===== src/rtl/bcd7_pkg.sv =====
// Shared definitions for the BCD adder / scanned 7-segment display block.
//   state_e      : adder FSM state encoding (IDLE, ADD, DONE)
//   SEG_0..SEG_9 : active-low digit patterns, bit [0]=a ... bit [6]=g
//   SEG_BLANK    : every segment off
//   SEG_DASH     : only segment g lit
package bcd7_pkg;

    typedef enum logic [1:0] {
        IDLE = 2'd0,
        ADD  = 2'd1,
        DONE = 2'd2
    } state_e;

    localparam logic [6:0] SEG_0     = 7'h40;
    localparam logic [6:0] SEG_1     = 7'h79;
    localparam logic [6:0] SEG_2     = 7'h24;
    localparam logic [6:0] SEG_3     = 7'h30;
    localparam logic [6:0] SEG_4     = 7'h19;
    localparam logic [6:0] SEG_5     = 7'h12;
    localparam logic [6:0] SEG_6     = 7'h02;
    localparam logic [6:0] SEG_7     = 7'h78;
    localparam logic [6:0] SEG_8     = 7'h00;
    localparam logic [6:0] SEG_9     = 7'h10;
    localparam logic [6:0] SEG_BLANK = 7'h7F;
    localparam logic [6:0] SEG_DASH  = 7'h3F;

endpackage


===== src/rtl/bcd_to_7seg.sv =====
// Combinational BCD to active-low 7-segment decoder.
//   digit : 4-bit BCD value
//   blank : force all segments off
//   dash  : force a dash (only g lit); takes priority over blank
//   seg   : active-low segments, [0]=a ... [6]=g
module bcd_to_7seg
    import bcd7_pkg::*;
(
    input  logic [3:0] digit,
    input  logic       blank,
    input  logic       dash,
    output logic [6:0] seg
);

    always_comb begin
        seg = SEG_BLANK;
        if (dash) begin
            seg = SEG_DASH;
        end else if (!blank) begin
            case (digit)
                4'd0:    seg = SEG_0;
                4'd1:    seg = SEG_1;
                4'd2:    seg = SEG_2;
                4'd3:    seg = SEG_3;
                4'd4:    seg = SEG_4;
                4'd5:    seg = SEG_5;
                4'd6:    seg = SEG_6;
                4'd7:    seg = SEG_7;
                4'd8:    seg = SEG_8;
                4'd9:    seg = SEG_9;
                // A non-BCD code can only reach here from a bad add, which
                // already forces dashes; show a dash anyway to be safe.
                default: seg = SEG_DASH;
            endcase
        end
    end

endmodule


===== src/rtl/bcd_adder_scan_display.sv =====
// Digit-serial BCD adder feeding a multiplexed 7-segment display.
//   clk, rst     : single clock, synchronous active-high reset
//   start, a, b  : add request and NDIG-digit BCD operands
//   busy, done   : adder status (busy in ADD/DONE, done one-cycle pulse)
//   err          : last operands held a non-BCD digit
//   an           : active-low one-hot digit enable (NDIG+1 digits)
//   segment, dp  : active-low segments and decimal point
//   led          : BCD value of the digit currently scanned
module bcd_adder_scan_display
    import bcd7_pkg::*;
#(
    parameter int NDIG        = 4,
    parameter int REFRESH_DIV = 100000,
    parameter int LZB         = 1
) (
    input  logic              clk,
    input  logic              rst,
    input  logic              start,
    input  logic [4*NDIG-1:0] a,
    input  logic [4*NDIG-1:0] b,
    output logic              busy,
    output logic              done,
    output logic              err,
    output logic [NDIG:0]     an,
    output logic [6:0]        segment,
    output logic              dp,
    output logic [3:0]        led
);

    localparam int IDX_W = $clog2(NDIG + 1);
    localparam int CNT_W = $clog2(REFRESH_DIV);
    localparam int RW    = 4 * (NDIG + 1);

    state_e            state_q, state_d;
    logic [4*NDIG-1:0] a_q, a_d, b_q, b_d;
    logic              carry_q, carry_d;
    logic [IDX_W-1:0]  idx_q, idx_d;
    logic [RW-1:0]     res_q, res_d;
    logic [RW-1:0]     disp_q, disp_d;
    logic              err_flag_q, err_flag_d;
    logic              err_q, err_d;
    logic              done_q, done_d;
    logic [CNT_W-1:0]  cnt_q, cnt_d;
    logic [IDX_W-1:0]  scan_q, scan_d;

    logic [3:0]        dig_a, dig_b, cur_digit;
    logic [4:0]        sum;
    logic [NDIG:0]     zero_from;
    logic              blank_cur;

    assign dig_a = a_q[4*idx_q +: 4];
    assign dig_b = b_q[4*idx_q +: 4];

    // Adder FSM: one digit per ADD cycle, then a single DONE cycle that
    // publishes the result to the display register.
    always_comb begin
        state_d    = state_q;
        a_d        = a_q;
        b_d        = b_q;
        carry_d    = carry_q;
        idx_d      = idx_q;
        res_d      = res_q;
        disp_d     = disp_q;
        err_flag_d = err_flag_q;
        err_d      = err_q;
        done_d     = 1'b0;
        sum        = {1'b0, dig_a} + {1'b0, dig_b} + {4'b0, carry_q};
        case (state_q)
            IDLE: begin
                if (start) begin
                    a_d        = a;
                    b_d        = b;
                    carry_d    = 1'b0;
                    idx_d      = '0;
                    res_d      = '0;
                    err_flag_d = 1'b0;
                    state_d    = ADD;
                end
            end
            ADD: begin
                if (dig_a > 4'd9 || dig_b > 4'd9) begin
                    err_flag_d = 1'b1;
                end
                // Decimal adjust: adding 6 skips the six unused codes.
                if (sum > 5'd9) begin
                    res_d[4*idx_q +: 4] = 4'(sum + 5'd6);
                    carry_d             = 1'b1;
                end else begin
                    res_d[4*idx_q +: 4] = sum[3:0];
                    carry_d             = 1'b0;
                end
                idx_d = idx_q + 1'b1;
                if (idx_q == IDX_W'(NDIG - 1)) begin
                    state_d = DONE;
                end
            end
            DONE: begin
                res_d[RW-1 -: 4] = {3'b0, carry_q};
                disp_d           = {3'b0, carry_q, res_q[4*NDIG-1:0]};
                err_d            = err_flag_q;
                done_d           = 1'b1;
                state_d          = IDLE;
            end
            default: state_d = IDLE;
        endcase
    end

    // Free-running refresh divider and scan index.
    always_comb begin
        cnt_d  = cnt_q + 1'b1;
        scan_d = scan_q;
        if (cnt_q == CNT_W'(REFRESH_DIV - 1)) begin
            cnt_d  = '0;
            scan_d = (scan_q == IDX_W'(NDIG)) ? '0 : scan_q + 1'b1;
        end
    end

    always_ff @(posedge clk) begin
        if (rst) begin
            state_q    <= IDLE;
            a_q        <= '0;
            b_q        <= '0;
            carry_q    <= 1'b0;
            idx_q      <= '0;
            res_q      <= '0;
            disp_q     <= '0;
            err_flag_q <= 1'b0;
            err_q      <= 1'b0;
            done_q     <= 1'b0;
            cnt_q      <= '0;
            scan_q     <= '0;
        end else begin
            state_q    <= state_d;
            a_q        <= a_d;
            b_q        <= b_d;
            carry_q    <= carry_d;
            idx_q      <= idx_d;
            res_q      <= res_d;
            disp_q     <= disp_d;
            err_flag_q <= err_flag_d;
            err_q      <= err_d;
            done_q     <= done_d;
            cnt_q      <= cnt_d;
            scan_q     <= scan_d;
        end
    end

    // zero_from[i] is set when digit i and every digit above it are zero,
    // which is exactly the leading-zero condition for digit i.
    always_comb begin
        zero_from       = '0;
        zero_from[NDIG] = (disp_q[4*NDIG +: 4] == 4'd0);
        for (int i = NDIG - 1; i >= 0; i--) begin
            zero_from[i] = (disp_q[4*i +: 4] == 4'd0) && zero_from[i+1];
        end
    end

    assign cur_digit = disp_q[4*scan_q +: 4];
    assign blank_cur = (LZB != 0) && (scan_q != '0) && zero_from[scan_q];

    assign busy = (state_q != IDLE);
    assign done = done_q;
    assign err  = err_q;
    assign an   = ~((NDIG + 1)'(1) << scan_q);
    assign dp   = ~err_q;
    assign led  = (err_q || blank_cur) ? 4'd0 : cur_digit;

    bcd_to_7seg u_dec (
        .digit (cur_digit),
        .blank (blank_cur),
        .dash  (err_q),
        .seg   (segment)
    );

endmodule


===== config.mk =====
export PLATFORM = sky130hd
export DESIGN_NAME = bcd_adder_scan_display
export DESIGN_NICKNAME = d
export VERILOG_FILES = /design/src/rtl/bcd7_pkg.sv /design/src/rtl/bcd_to_7seg.sv /design/src/rtl/bcd_adder_scan_display.sv
export SDC_FILE = /design/constraint.sdc
export NUM_CORES = 1
export LEC_CHECK = 0
export CORE_MARGIN = 1.5
export CORE_UTILIZATION = 60
export CTS_CLUSTER_DIAMETER = 50
export CTS_CLUSTER_SIZE = 25
export DETAILED_ROUTE_END_ITERATION = 12
export PLACE_DENSITY = 0.92
export SLEW_MARGIN = 20
export SYNTH_ARGS = -nofsm -noshare
export SYNTH_HDL_FRONTEND = slang
export SYNTH_HIERARCHICAL = 1
export SYNTH_SLANG_ARGS = --single-unit

===== constraint.sdc =====
create_clock -name clk -period 11.7 [get_ports clk]
set_input_delay 3.51 -clock clk [delete_from_list [all_inputs] [get_ports clk]]
set_output_delay 3.51 -clock clk [all_outputs]
set_load 0.1 [all_outputs]

==> results of run 1 <==
## through the flow
| step | setup slack [ps] | cell area (µm²) | utilization [%] | power [W] | hold slack, ps |
|---|---|---|---|---|---|
| final | 4490 | 5400 | 72.9 | 0.000633 | 457 |
| after global placement | 5050 | 5210 | 70.4 | 0.000424 | 438 |
| after global routing | 4220 | 5400 | 72.9 | 0.000657 | 473 |
| after floorplan | 4180 | 4670 | - | 0.000401 | 425 |
| after detailed placement | 4880 | 5210 | 70.4 | 0.000428 | 442 |
| after CTS | 4490 | 5400 | 72.9 | 0.000631 | 457 |
## cells in the final DEF, fill, tap and decap left out, types with 7 or more instances in the layout
| cell type | instances |
|---|---|
| dfxtp_1 | 94 |
| mux4_2 | 7 |
| clkdlybuf4s50_1 | 53 |
| nor2_1 | 35 |
| inv_1 | 19 |
| nand2_1 | 128 |
| clkbuf_8 | 10 |
| ha_1 | 22 |
| o21ai_0 | 22 |
| xnor2_1 | 8 |
| xor2_1 | 9 |
| and2_1 | 9 |
| a21oi_1 | 60 |
| nand3_1 | 17 |
## registers in the layout, indices dropped and copies added (netlist names)
signal	flops
err_flag_q	1
state_q	2
b_q	16
done	1
err	1
res_q	16
disp_q	17
a_q	16
idx_q	3
carry_q	1
cnt_q	17
scan_q	3
## layer usage
layer / vias to the layer above / wire (µm) / part of all wire [%] / track usage, %
met5: - / 0 / 0 / 0
met2: 168 / 5110 / 50 / 42.8
met3: 28 / 551 / 5.4 / 4.44
li1: 1980 / - / - / -
met4: 0 / 281 / 2.8 / 10.9
met1: 1891 / 4220 / 42 / 30.8
## worst max-delay path: stages, from the launching register on
cell and delay, ps:
dfxtp_1 540, inv_1 190, ha_1 270, a2111oi_0 410, a31oi_1 180, nor2_1 390, o21ba_2 220, clkdlybuf4s50_1 1120
## how the worst max path moves through the flow
stage	to	slack, ps
6_report	segment[6]	4490
2_1_floorplan	segment[3]	4180
3_3_place_gp	segment[3]	5050
5_1_grt	segment[4]	4220
4_1_cts	segment[6]	4490
3_5_place_dp	segment[6]	4880
## power by group through the flow
stage,clock (W),sequential (W),combinational (W)
2_1_floorplan,0,0.000340,0.0000607
3_3_place_gp,0,0.000343,0.0000810
3_5_place_dp,0,0.000344,0.0000842
4_1_cts,0.000209,0.000337,0.0000856
5_1_grt,0.000224,0.000338,0.0000949
6_report,0.000210,0.000337,0.0000868
## area by class of cell
class	count	area, µm²	area share, %
clock inverters	4	48.8	0.903
inverters	20	75.1	1.39
repair buffers	56	551	10.2
well taps	99	124	2.29
multi-input cells	412	2590	47.9
flip-flops and latches	94	1880	34.8
clock buffers	10	138	2.55
## logic make-up (layout without fill, tap and decap cells)
| kind of cell | after synthesis | after routing | share of synthesized area, % |
|---|---|---|---|
| simple gates | 247 | 247 | 24.7 |
| compound gates | 109 | 109 | 13.7 |
| flops | 94 | 94 | 40.3 |
| fa+ha+maj | 24 | 24 | 6.75 |
| buf+inv | 51 | 90 | 4.45 |
| xor+xnor | 17 | 17 | 3.19 |
| mux | 15 | 15 | 6.86 |
==> qor.csv, run 1 <==
metric;value;unit
status;complete, no violations;
gr ovfl total;0;
Starting Density;63.1;%
GP Congestion;0.861;
first-pass GRT wire length;16900;µm
final wirelength;10200;µm
Setup Crit Path Kind;flip-flop to output pin;
Synth async-reset ratio;0;%
RSZ-0062 raised after global routing;false;
Setup crit start;scan_q[0];
largest cells by area after synthesis;dfxtp_1 40%, nand2_1 10%, a21oi_1 6.4%;
largest net degree at the start of global routing;81;
most frequent cell after synthesis;nand2_1;
clock buffer depth;2;
Pint;0.000469;W
relative slew slack;34.0;%
final instance count without filler cells;695;
Die X;91.2;µm
Max Clk Rate;139;MHz
Slew @ Worst Pin;987;ps
fin nets;652;
Avg Inst Size Synth;8.39;µm²
clock skew;6.29;ps
Distinct cells, synth;55;
post-synthesis cell count;557;
Die ar.;0.00832;mm²
CTS root buf;clkbuf_8;
Seq pwr share;53.2;%
Min-Delay Path Depth;2;
worst-case reg-to-reg path depth;11;
Clk pin slew, worst setup/hold paths;80;ps
Crit. End Element;output pin;
cts hold-fix bufs;0;
Ant. Diodes;0;
max-slew violations;0;
Sw Share;25.9;%
Overall Global Routing Usage;25.1;%
DP Cell Count;681;
RR Endpoint;res_q[10];
Tcrit/Tclk final;61.6;%
worst hold path class;flip-flop to flip-flop;
setup TNS;0;ps
Yosys reg bits;94;
Die H;91.2;µm
peak supply drop;0.0000729;V
Power Dens Cells;117;mW/mm²
FILL cells;531;
Core Rows;31;
CTS tree;built;
number of global-route vias before repair;3785;
Clk network pwr share;33.1;%
syn nets;616;
Max H-tree Level;3;
Area Growth Syn to Fin;15.7;%
CTS sink count;94;
postcts setup bufs;0;
antenna violation net count after detailed routing;0;
combinational share of power;13.7;%
layout cells sized above 1;6.21;%
leakage;1.97;nW
dominant cell type by area after synthesis;dfxtp_1;
reg2reg setup slack;7200;ps
Core Region;0.00741;mm²
Initial DRC Count;253;
Worst setup SP type;flip-flop;
Post-synth top flop;dfxtp_1;
Port-buffer cells;54;
DR vias;4067;
fin crit period;7210;ps
Net Sw Power;0.000164;W
final hold vios;0;
synth warn;6;
Critical Path AT;3700;ps
worst hold start;b_q[3];
CTS resizes;0;
Routed wire per std cell;14.6;µm
Seq/Total Area, Yosys;40.3;%
initial antenna violation count;0;
Max-Cap Viols;0;
Worst Path Required;8190;ps
vias per cell;5.85;
I/O Pins;55;
reg-to-reg critical path startpoint;idx_q[0];
Post-synth EDFFs;0;
clk_lat worst skew;360;ps
synth cell count leaders;128 x nand2_1, 94 x dfxtp_1, 60 x a21oi_1;
Synth top area share;40.3;%
Worst Path Max Fanout;8;
Mapped Area;0.00467;mm²
DRT Pass-1 Iters;5;
CTS buffer count;9;
DRC errors left;0;
Setup Viol. Count Final;0;
HPWL Detailed;7110;µm
Hold Path End;b_q[3];
(Power assumes the default switching activity.)
==> run 2, diff against run 1 <==
--- a/config.mk
+++ b/config.mk
@@ -6,11 +6,11 @@
 export NUM_CORES = 1
 export LEC_CHECK = 0
 export CORE_MARGIN = 1.5
-export CORE_UTILIZATION = 60
+export CORE_UTILIZATION = 56
 export CTS_CLUSTER_DIAMETER = 50
 export CTS_CLUSTER_SIZE = 25
 export DETAILED_ROUTE_END_ITERATION = 12
-export PLACE_DENSITY = 0.92
+export PLACE_DENSITY = 0.87
 export SLEW_MARGIN = 20
 export SYNTH_ARGS = -nofsm -noshare
 export SYNTH_HDL_FRONTEND = slang
==> constraint.sdc (replaced) <==
create_clock -name clk -period 7.2 [get_ports clk]
set_input_delay 2.16 -clock clk [delete_from_list [all_inputs] [get_ports clk]]
set_output_delay 2.16 -clock clk [all_outputs]
set_load 0.1 [all_outputs]
==> qor.csv, run 2 (synthesis gave the netlist of run 1 again) <==
metric;value;unit;change
status;complete, no violations;;
CTS root buf;clkbuf_8;;
gr ovfl total;0;;unchanged
Worst Path Max Fanout;8;;unchanged
Die ar.;0.00890;mm²;+6.9%
DP Cell Count;688;;+1.0%
Core Region;0.00813;mm²;+9.8%
DRC errors left;0;;unchanged
Worst Path Required;5040;ps;-3150 ps
clock buffer depth;2;;unchanged
fin crit period;5920;ps;
Tcrit/Tclk final;82.3;%;
Largest regs;cnt_q: 17 flops, disp_q: 17 flops;;
GR Util met3;4.43;%;-0.011 points
DRT Pass-1 Iters;5;;unchanged
fin nets;653;;+0.15%
RSZ-0062 raised after global routing;false;;
antenna violation net count after detailed routing;0;;unchanged
Worst setup SP type;flip-flop;;
Overall Global Routing Usage;24.6;%;-0.44 points
Slew @ Worst Pin;985;ps;-2.60 ps
worst hold path class;flip-flop to flip-flop;;
commonest non-fill, non-tap cells in the layout;128 x nand2_1, 94 x dfxtp_1, 60 x a21oi_1;;
design area;0.00546;mm²;+1.1%
Routed wire per std cell;14.9;µm;+1.6%
worst hold start;b_q[11];;
vias per cell;5.69;;-2.7%
Post-DP Area;0.00523;mm²;+0.29%
Max H-tree Level;3;;unchanged
Die X;94.3;µm;+3.4%
initial antenna violation count;0;;unchanged
clock skew;6.30;ps;+0.0176 ps
Ant. Diodes;0;;unchanged
first-pass GRT wire length;17200;µm;+1.5%
leakage;1.98;nW;+0.86%
Crit. End Element;output pin;;
CTS tree;built;;
Port-buffer cells;54;;unchanged
final instance count without filler cells;704;;+1.3%
most common cell after layout, fill and taps aside;nand2_1;;
largest net degree at the start of global routing;81;;unchanged
CTS buffer count;9;;unchanged
cts hold-fix bufs;0;;unchanged
reg-to-reg critical path startpoint;idx_q[0];;
Setup Crit Path Kind;flip-flop to output pin;;
peak supply drop;0.000102;V;+40%
Initial DRC Count;224;;-11%
CTS resizes;0;;unchanged
final wirelength;10500;µm;+2.9%
setup TNS;0;ps;unchanged
Min-Delay Path Depth;2;;unchanged
Setup Viol. Count Final;0;;unchanged
layout cells sized above 1;6.68;%;+0.47 points
max-slew violations;0;;unchanged
Clk pin slew, worst setup/hold paths;90;ps;about the same
DR vias;4007;;-1.5%
Max Clk Rate;169;MHz;
number of global-route vias before repair;3780;;-0.13%
postcts setup bufs;0;;unchanged
Area Growth Syn to Fin;16.9;%;
Critical Path AT;3760;ps;+60 ps
worst-case reg-to-reg path depth;12;;+1
Power Dens Cells;199;mW/mm²;+69%
grt met1 use;30.0;%;-0.83 points
clk_lat worst skew;360;ps;about the same
CTS sink count;94;;unchanged
I/O Pins;55;;unchanged
HPWL Detailed;7380;µm;+3.7%
Die H;94.3;µm;+3.4%
Setup crit start;scan_q[0];;
Starting Density;57.4;%;-5.6 points
reg2reg setup slack;2830;ps;-4370 ps
Core Rows;33;;+6.5%
GP Congestion;0.873;;+1.4%
relative slew slack;34.2;%;+0.17 points
busiest layer in global routing;met2;;
Max-Cap Viols;0;;unchanged
met2 Use GR;43.5;%;+0.62 points
final hold vios;0;;unchanged
[run 2: changes by cell type in the layout (fill, tap and decap cells not counted), sizes merged]
cell      change
bufinv        +1
clkinv        -3
buf           +1
clkinvlp      +2
inv           +2
[run 2: area by class of cell]
type / count / area (µm²)
clock buffer: 10 / 138
clock inverter: 6 / 92.6
fill: 651 / 2670
inverter: 20 / 75.1
multi-input combinational: 412 / 2590
sequential: 94 / 1880
tap: 105 / 131
timing repair buffer: 57 / 558
[run 2: worst paths after layout]
path	endpoint
worst min-delay path	b_q[11]
worst max register to register	res_q[2]
worst min register to register	b_q[11]
worst max-delay path	segment[4]
[run 2: per-stage QoR]
stage          utilization (%)  hold slack [ps]  worst slack [ps]  power [W]
4_1_cts                   67.1              460              1280    0.00108
3_3_place_gp              64.3              438              1910   0.000692
6_report                  67.2              456              1280    0.00108
2_1_floorplan                -              425              1030   0.000652
3_5_place_dp              64.3              445              1670   0.000700
5_1_grt                   67.2              482              1030    0.00112
[run 2: per-layer routing]
metal  vias up  wire (µm)
li1       1991          -
met1      1891       4560
met2       111       5290
met3        14        457
met4         0        143
met5         -          0
[run 2: report_power, final]
group | leakage, nW | switching [W] | internal [W]
sequential | 0.763 | 0.0000113 | 0.000535
combinational | 1.11 | 0.0000827 | 0.0000621
clock | 0.110 | 0.000186 | 0.000207
total | 1.98 | 0.000280 | 0.000804
[run 2: worst max-delay path: stages (launching register included)]
cell and delay, ps:
dfxtp_1 560, inv_1 190, ha_1 270, a2111oi_0 440, a31oi_1 180, nor2_1 380, a211oi_1 100, o21ai_0 110
clkdlybuf4s50_1 1160
